## src/rtl/nn_layer_sequencer_if.sv

```systemverilog
// Control bundle between the layer sequencer and the pixel source / layer datapaths.
interface nn_layer_sequencer_if #(
  parameter int IDX_W = 10
);
  logic             start;
  logic             pix_valid;
  logic             layer0_en;
  logic             layer1_en;
  logic [IDX_W-1:0] in_idx;
  logic             acc_clr;
  logic             act_latch;
  logic             out_latch;
  logic             busy;
  logic             done;

  // Sequencer side
  modport master (
    input  start, pix_valid,
    output layer0_en, layer1_en, in_idx, acc_clr, act_latch, out_latch, busy, done
  );

  // Pixel source / datapath side
  modport slave (
    output start, pix_valid,
    input  layer0_en, layer1_en, in_idx, acc_clr, act_latch, out_latch, busy, done
  );
endinterface

```

## src/rtl/nn_layer_sequencer.sv

```systemverilog
// Sequences one inference of the two-layer network: clear, run and latch layer 0
// (stallable by pix_valid), then clear, run and latch layer 1, then pulse done.
module nn_layer_sequencer #(
  parameter int N_IN  = 784,
  parameter int N_HID = 64,
  parameter int IDX_W = 10
) (
  input  logic               clk,
  input  logic               reset,
  nn_layer_sequencer_if.master bus
);

  typedef enum logic [2:0] {
    IDLE, L0_CLR, L0_RUN, L0_LATCH, L1_CLR, L1_RUN, L1_LATCH, DONE
  } state_t;

  localparam logic [IDX_W-1:0] L0_LAST = IDX_W'(N_IN - 1);
  localparam logic [IDX_W-1:0] L1_LAST = IDX_W'(N_HID - 1);

  state_t           state, state_nxt;
  logic [IDX_W-1:0] idx, idx_nxt;

  // State and index registers
  always_ff @(posedge clk) begin
    if (reset) begin
      state <= IDLE;
      idx   <= '0;
    end else begin
      state <= state_nxt;
      idx   <= idx_nxt;
    end
  end

  // Next state; idx is zero outside the run states so every CLR sees index 0
  always_comb begin
    state_nxt = state;
    idx_nxt   = '0;
    case (state)
      IDLE:     if (bus.start) state_nxt = L0_CLR;
      L0_CLR:   state_nxt = L0_RUN;
      L0_RUN: begin
        idx_nxt = idx;
        if (bus.pix_valid) begin
          if (idx == L0_LAST) begin
            state_nxt = L0_LATCH;
            idx_nxt   = '0;
          end else begin
            idx_nxt = idx + IDX_W'(1);
          end
        end
      end
      L0_LATCH: state_nxt = L1_CLR;
      L1_CLR:   state_nxt = L1_RUN;
      L1_RUN: begin
        if (idx == L1_LAST) state_nxt = L1_LATCH;
        else                idx_nxt   = idx + IDX_W'(1);
      end
      L1_LATCH: state_nxt = DONE;
      DONE:     state_nxt = IDLE;
      default:  state_nxt = IDLE;
    endcase
  end

  // Output decode from registered state; pix_valid is the only input feeding through
  always_comb begin
    bus.layer0_en = 1'b0;
    bus.layer1_en = 1'b0;
    bus.acc_clr   = 1'b0;
    bus.act_latch = 1'b0;
    bus.out_latch = 1'b0;
    bus.done      = 1'b0;
    bus.busy      = (state != IDLE);
    bus.in_idx    = idx;
    case (state)
      L0_CLR, L1_CLR: bus.acc_clr   = 1'b1;
      L0_RUN:         bus.layer0_en = bus.pix_valid;
      L0_LATCH:       bus.act_latch = 1'b1;
      L1_RUN:         bus.layer1_en = 1'b1;
      L1_LATCH:       bus.out_latch = 1'b1;
      DONE:           bus.done      = 1'b1;
      default: ;
    endcase
  end

endmodule

```

## src/flat_wrapper.sv

```systemverilog
// flat-port wrapper written by rule: the top's interface ports become plain ports
module nn_layer_sequencer_flat 
#(
  parameter int N_IN  = 784,
  parameter int N_HID = 64,
  parameter int IDX_W = 10
)
  (clk, reset, bus_start, bus_pix_valid, bus_layer0_en, bus_layer1_en, bus_in_idx, bus_acc_clr, bus_act_latch, bus_out_latch, bus_busy, bus_done);
  nn_layer_sequencer_if #(.IDX_W(IDX_W)) bus_i ();
  input  logic clk;
  input  logic reset;
  input wire logic [$bits(bus_i.start)-1:0] bus_start;
  input wire logic [$bits(bus_i.pix_valid)-1:0] bus_pix_valid;
  output wire logic [$bits(bus_i.layer0_en)-1:0] bus_layer0_en;
  output wire logic [$bits(bus_i.layer1_en)-1:0] bus_layer1_en;
  output wire logic [$bits(bus_i.in_idx)-1:0] bus_in_idx;
  output wire logic [$bits(bus_i.acc_clr)-1:0] bus_acc_clr;
  output wire logic [$bits(bus_i.act_latch)-1:0] bus_act_latch;
  output wire logic [$bits(bus_i.out_latch)-1:0] bus_out_latch;
  output wire logic [$bits(bus_i.busy)-1:0] bus_busy;
  output wire logic [$bits(bus_i.done)-1:0] bus_done;
  assign bus_i.start = bus_start;
  assign bus_i.pix_valid = bus_pix_valid;
  assign bus_layer0_en = bus_i.layer0_en;
  assign bus_layer1_en = bus_i.layer1_en;
  assign bus_in_idx = bus_i.in_idx;
  assign bus_acc_clr = bus_i.acc_clr;
  assign bus_act_latch = bus_i.act_latch;
  assign bus_out_latch = bus_i.out_latch;
  assign bus_busy = bus_i.busy;
  assign bus_done = bus_i.done;
  nn_layer_sequencer #(.N_IN(N_IN), .N_HID(N_HID), .IDX_W(IDX_W)) u_core (.clk(clk), .reset(reset), .bus(bus_i));
endmodule
```

## config.mk

```make
export PLATFORM = sky130hd
export DESIGN_NAME = nn_layer_sequencer_flat
export DESIGN_NICKNAME = d
export VERILOG_FILES = /design/src/rtl/nn_layer_sequencer_if.sv /design/src/rtl/nn_layer_sequencer.sv /design/src/flat_wrapper.sv
export SDC_FILE = /design/constraint.sdc
export NUM_CORES = 1
export LEC_CHECK = 0
export CORE_MARGIN = 8
export CORE_UTILIZATION = 51
export CTS_CLUSTER_DIAMETER = 80
export DETAILED_ROUTE_END_ITERATION = 8
export PLACE_DENSITY = 0.82
export SETUP_SLACK_MARGIN = 0.1
export SLEW_MARGIN = 15
export SYNTH_ARGS = -nofsm -noshare
export SYNTH_HDL_FRONTEND = slang
export SYNTH_SLANG_ARGS = --single-unit
export TNS_END_PERCENT = 100
```

## constraint.sdc

```tcl
create_clock -name clk -period 4.49 [get_ports clk]
set_input_delay 0.449 -clock clk [delete_from_list [all_inputs] [get_ports clk]]
set_output_delay 0.449 -clock clk [all_outputs]
set_load 0.01 [all_outputs]
```

# Word level (Yosys, flattened, before mapping)
# Index checks and enable logic that the tools add are counted.
# Widths: inputs -> output; s select.
# classes
mux	15
n_addsub	1
eq_ne	13
reduce_logical	4
# ops
operator	count
$mux 10	3
$pmux 3 s8	1
$pmux 10 s2	1
$eq 3x3->1 const B	4
$mux 3	4
$add 10x1->10 const B	1
$eq 10x10->1 const B	1
$eq 10x6->1 const B	1
$eq 3x2->1 const B	2
$mux 1	6
$ne 2x1->1 const B	2
$ne 2x2->1 const B	2
$reduce_and 4->1	1
$eq 3x1->1 const B	1
$logic_not 3->1	1
$reduce_bool 3->1	1
$reduce_or 2->1	1
# totals
output_inout_bits	17
reg_bits	13
input_bits	4
elab_cells	35

# Logic depth before layout (Yosys ltp)
# depth
word_depth	4
mapped_depth	7
ltp_nobuf	7

# Worst setup path before layout
# Ideal clock, no wire load.
# synth_timing
path_kind	register to register
from	reg u_core.idx[0] (netlist: u_core.bus.in_idx[0])
to	reg u_core.idx[8] (netlist: u_core.bus.in_idx[8])
arrival_ns	1.741
path_stages_with_launch	7
slack_ns	2.675
setup_time_ns	0.073
synth_period_minus_slack_ns	1.815
t_required_ns	4.417
n_path_buf	0
path_cell_list	dfxtp_1 -> ha_1 -> and3_1 -> a41oi_2 -> o21ba_4 -> or4_1 -> o211ai_2
# synth_between
elab_chain_len	4
word_cells_on_any_way	7
classes_between	add/sub (1); eq/ne (2); mux (4)
# synth_rtl
item	line_no	rtl
from (decl)	nn_layer_sequencer.sv:21	logic [IDX_W-1:0] idx, idx_nxt;
from (signal assigned)	nn_layer_sequencer.sv:30	idx <= idx_nxt;
$add 10x1->10 / $eq 10x10->1 (equally long branches)	nn_layer_sequencer.sv:48, nn_layer_sequencer.sv:56, nn_layer_sequencer.sv:44	
$mux 10	nn_layer_sequencer.sv:44	if (idx == L0_LAST) begin
$mux 10	nn_layer_sequencer.sv:43	if (bus.pix_valid) begin
$pmux 10 s2 (*)	nn_layer_sequencer.sv:38	case (state)
# Mark *: on every way between the ends. The rest lies on a longest branch, timed or not. The select of a mux whose other input is x is not followed.
# A chain may end at the register's enable or synchronous reset.

# Final worst setup path
# layout_timing
from	reg u_core.state[0]
to	out bus_acc_clr
# layout_between
elab_chain_len	3
word_cells_on_any_way	4
classes_between	eq/ne (2); mux (1); reduce/logical (1)
# layout_rtl
item	line_no	rtl
from (decl)	nn_layer_sequencer.sv:20	state_t state, state_nxt;
from (signal assigned)	nn_layer_sequencer.sv:29	state <= state_nxt;
$eq 3x1->1 / $eq 3x3->1 (equally long branches)	nn_layer_sequencer.sv:74	case (state)
$reduce_or 2->1 (*)	nn_layer_sequencer.sv:74	
$mux 1 (*)	nn_layer_sequencer.sv:74	
to (decl)	flat_wrapper.sv:17	output wire logic [$bits(bus_i.acc_clr)-1:0] bus_acc_clr;
# Mark *: on every way between the ends. The rest lies on a longest branch, timed or not.

==> summary.md <==
| Metric | Value |
|---|---|
| H-tree depth | 1 |
| Synth top area share | 0.2997 |
| Port bufs | 20 |
| Max Slew Vio Count | 0 |
| CTS tree | yes |
| Sink Count | 13 |
| Pleak | 0.3932 nW |
| Nets | 137 |
| Worst Hold Launch | u_core.bus.in_idx[1] |
| Clock skew | 0.0006027 ns |
| CTS Buf Count | 3 |
| Total routed wirelength | 2.119 mm |
| DRC errors left | 0 |
| Ys async rst share | 0 |
| Total gr overflow | 0 |
| R2r endpoint | u_core.bus.in_idx[8] |
| RSZ-0062 raised after global routing | false |
| Site row count | 15 |
| Area grow syn2layout | 27.52% |
| Ys Warns | 0 |
| Vias in the first global route | 804 |
| R2R setup slack | 2.56 ns |
| Fin. Hold Viols | 0 |
| I/O Pins | 21 |
| Die width | 57.26 µm |
| Post-Syn Nets | 114 |
| Status | completed |
| Cell variety after synth | 35 |
| Slew at the pin with the worst max-slew slack | 0.5996 ns |
| Antenna Violating Nets Remaining | 0 |
| Slew headroom | 0.5990 |
| Reg area | 260.3 µm² |
| Gr usage total | 0.1343 |
| CP Launch Point | u_core.state[0] |
| Endpoint class of the critical path | primary output |
| Area of the multi-input gates | 584.3 µm² |
| Final critical-path share of the clock period | 0.4947 |
| Most common cell after layout, fill and taps aside | clkdlybuf4s50_1 |
| Post-synth top area cell | dfxtp_1 |
| Die area | 3279 µm² |
| DP HPWL | 1.543 mm |
| Iteration-0 DRC Markers | 13 |
| Via density | 6.028 |
| Die H | 57.26 µm |
| Post-cts gate resize count | 0 |
| Synthesis-stage register bit count | 13 |
| PD cells | 338.0 nW/µm² |
| Design Area, Final | 1107 µm² |
| Largest net degree at the start of global routing | 19 |
| Clk root buf | clkbuf_4 |
| Most frequent cells in the layout | 20 x clkdlybuf4s50_1, 13 x dfxtp_1, 11 x nand2_1 |
| Worst VDD drop | 264.4 µV |
| WHS Endpoint | u_core.bus.in_idx[1] |
| Initial antenna violation count | 0 |
| Worst-path clk slew | 0.08 ns |
| Worst setup SP type | flop |
| Starting Density | 0.5199 |
| Syn avg cell area | 8.270 µm² |
| CP Data Required Time | 4.04 ns |
| Global-route wire length before repair | 3.574 mm |
| Hold crit path type | reg -> reg |
| Maxcap violations | 0 |
| Seq/Total Area, Yosys | 0.2997 |
| CP Max Fanout | 4 |
| Worst-Skew Late Latency | 0.27 ns |
| Cts hold-fix bufs | 0 |
| Hold Slack | 0.5355 ns |
| Synth area leaders | dfxtp_1 30%, ha_1 7.2%, nand3_1 5.2% |
| FF-to-FF Start | u_core.bus.in_idx[0] |
| DRT Pass-1 Iters | 4 |
| Core area | 1670 µm² |
| DR vias | 868 |
| Max Freq | 0.4502 GHz |
| Critical path class | reg -> out |
| Syn Std Cell Area | 868.3 µm² |
| Total Power | 0.3743 mW |
| Hold depth | 2 |
| Bufs on Longest Clock Path | 2 |
| Count of mapped cells out of synthesis | 105 |
| Post-Place Cell Area | 1081 µm² |
| Routability cong. | 0.7716 |
| DR WL/cell | 14.72 µm |
| Filler cells | 151 |
| R2R depth | 6 |
| Top_reg_cell synth | dfxtp_1 |
| Number of setup violations in the final report | 0 |
| Final min period | 2.221 ns |
| Post-synth EDFFs | 0 |
| Layout cell share with drive strength beyond 1 | 0.1102 |
| Setup Fix Bufs, Post-CTS | 0 |
| Number of diodes | 0 |
| Arrival time at the worst endpoint | 1.77 ns |
| Setup tns final | 0 ns |
## per-layer routing
metal  GRT usage  wire, µm  vias to the layer above  part of all wire
met2      0.2287      1028                       23              0.49
met4     0.05357        27                        0             0.013
met3     0.03812       103                        5             0.049
li1            -         -                      433                 -
met5           0         0                        -                 0
met1      0.1532       960                      407              0.45
## cells in the mapped netlist, drive strengths merged, types with 2 or more instances
master / n
nand3: 9
ha: 5
nand2b: 3
nor2: 8
or3: 4
or4: 4
nand4b: 2
a21oi: 3
nor4: 2
o21ai: 2
nor3: 3
dfxtp: 13
nand2: 11
a31oi: 5
inv: 4
mux2: 2
a211oi: 2
nand3b: 5
or2: 2
and2: 2
## worst max-delay path, stage by stage, from the launching register on
cell             delay (ns)
dfxtp_1                0.40
inv_1                  0.09
ha_1                   0.24
mux2_2                 0.28
clkdlybuf4s50_1        0.48
## power by group
part | internal [mW] | switching, mW | leakage (nW)
clock | 0.0344 | 0.0379 | 0.0150
sequential | 0.125 | 0.0117 | 0.105
combinational | 0.0778 | 0.0876 | 0.273
total | 0.237 | 0.137 | 0.393
## kinds of logic (layout without fill, tap and decap cells)
| group | after synthesis | in the layout | synth area share |
|---|---|---|---|
| and+or+nand+nor | 62 | 62 | 0.4164 |
| AOI/OAI and AO/OA | 16 | 16 | 0.1470 |
| DFF | 13 | 13 | 0.2997 |
| buffers and inverters | 6 | 28 | 0.02736 |
| adders and majority gates | 5 | 5 | 0.07205 |
| muxes | 3 | 3 | 0.03746 |
## worst max-delay path by stage
stage / endpoint / slack [ns] / cells after the start
after detailed placement: bus_layer0_en / 2.33 / 4
final: bus_acc_clr / 2.27 / 4
after floorplan: u_core.bus.in_idx[8] / 2.68 / 6
after global placement: bus_layer0_en / 2.39 / 4
after global routing: bus_layer0_en / 2.21 / 5
after CTS: bus_acc_clr / 2.29 / 4
## stage by stage
stage,instances,setup slack [ns],utilization
floorplan,105,2.675,-
global placement,140,2.386,0.6472
detailed placement,140,2.334,0.6472
CTS,144,2.286,0.6629
global route,144,2.205,0.6629
finish,144,2.269,0.6629
## registers in the layout (all words and copies together) (netlist names)
name	flops
u_core.bus.in_idx	10
u_core.state	3
## area by class of cell
class	instances	area share
clock buffers	4	0.02373
inverters	4	0.01356
multi-input cells	86	0.5277
flip-flops and latches	13	0.2350
well taps	17	0.01921
repair buffers	20	0.1808
Power figures use the tool's default switching activity.
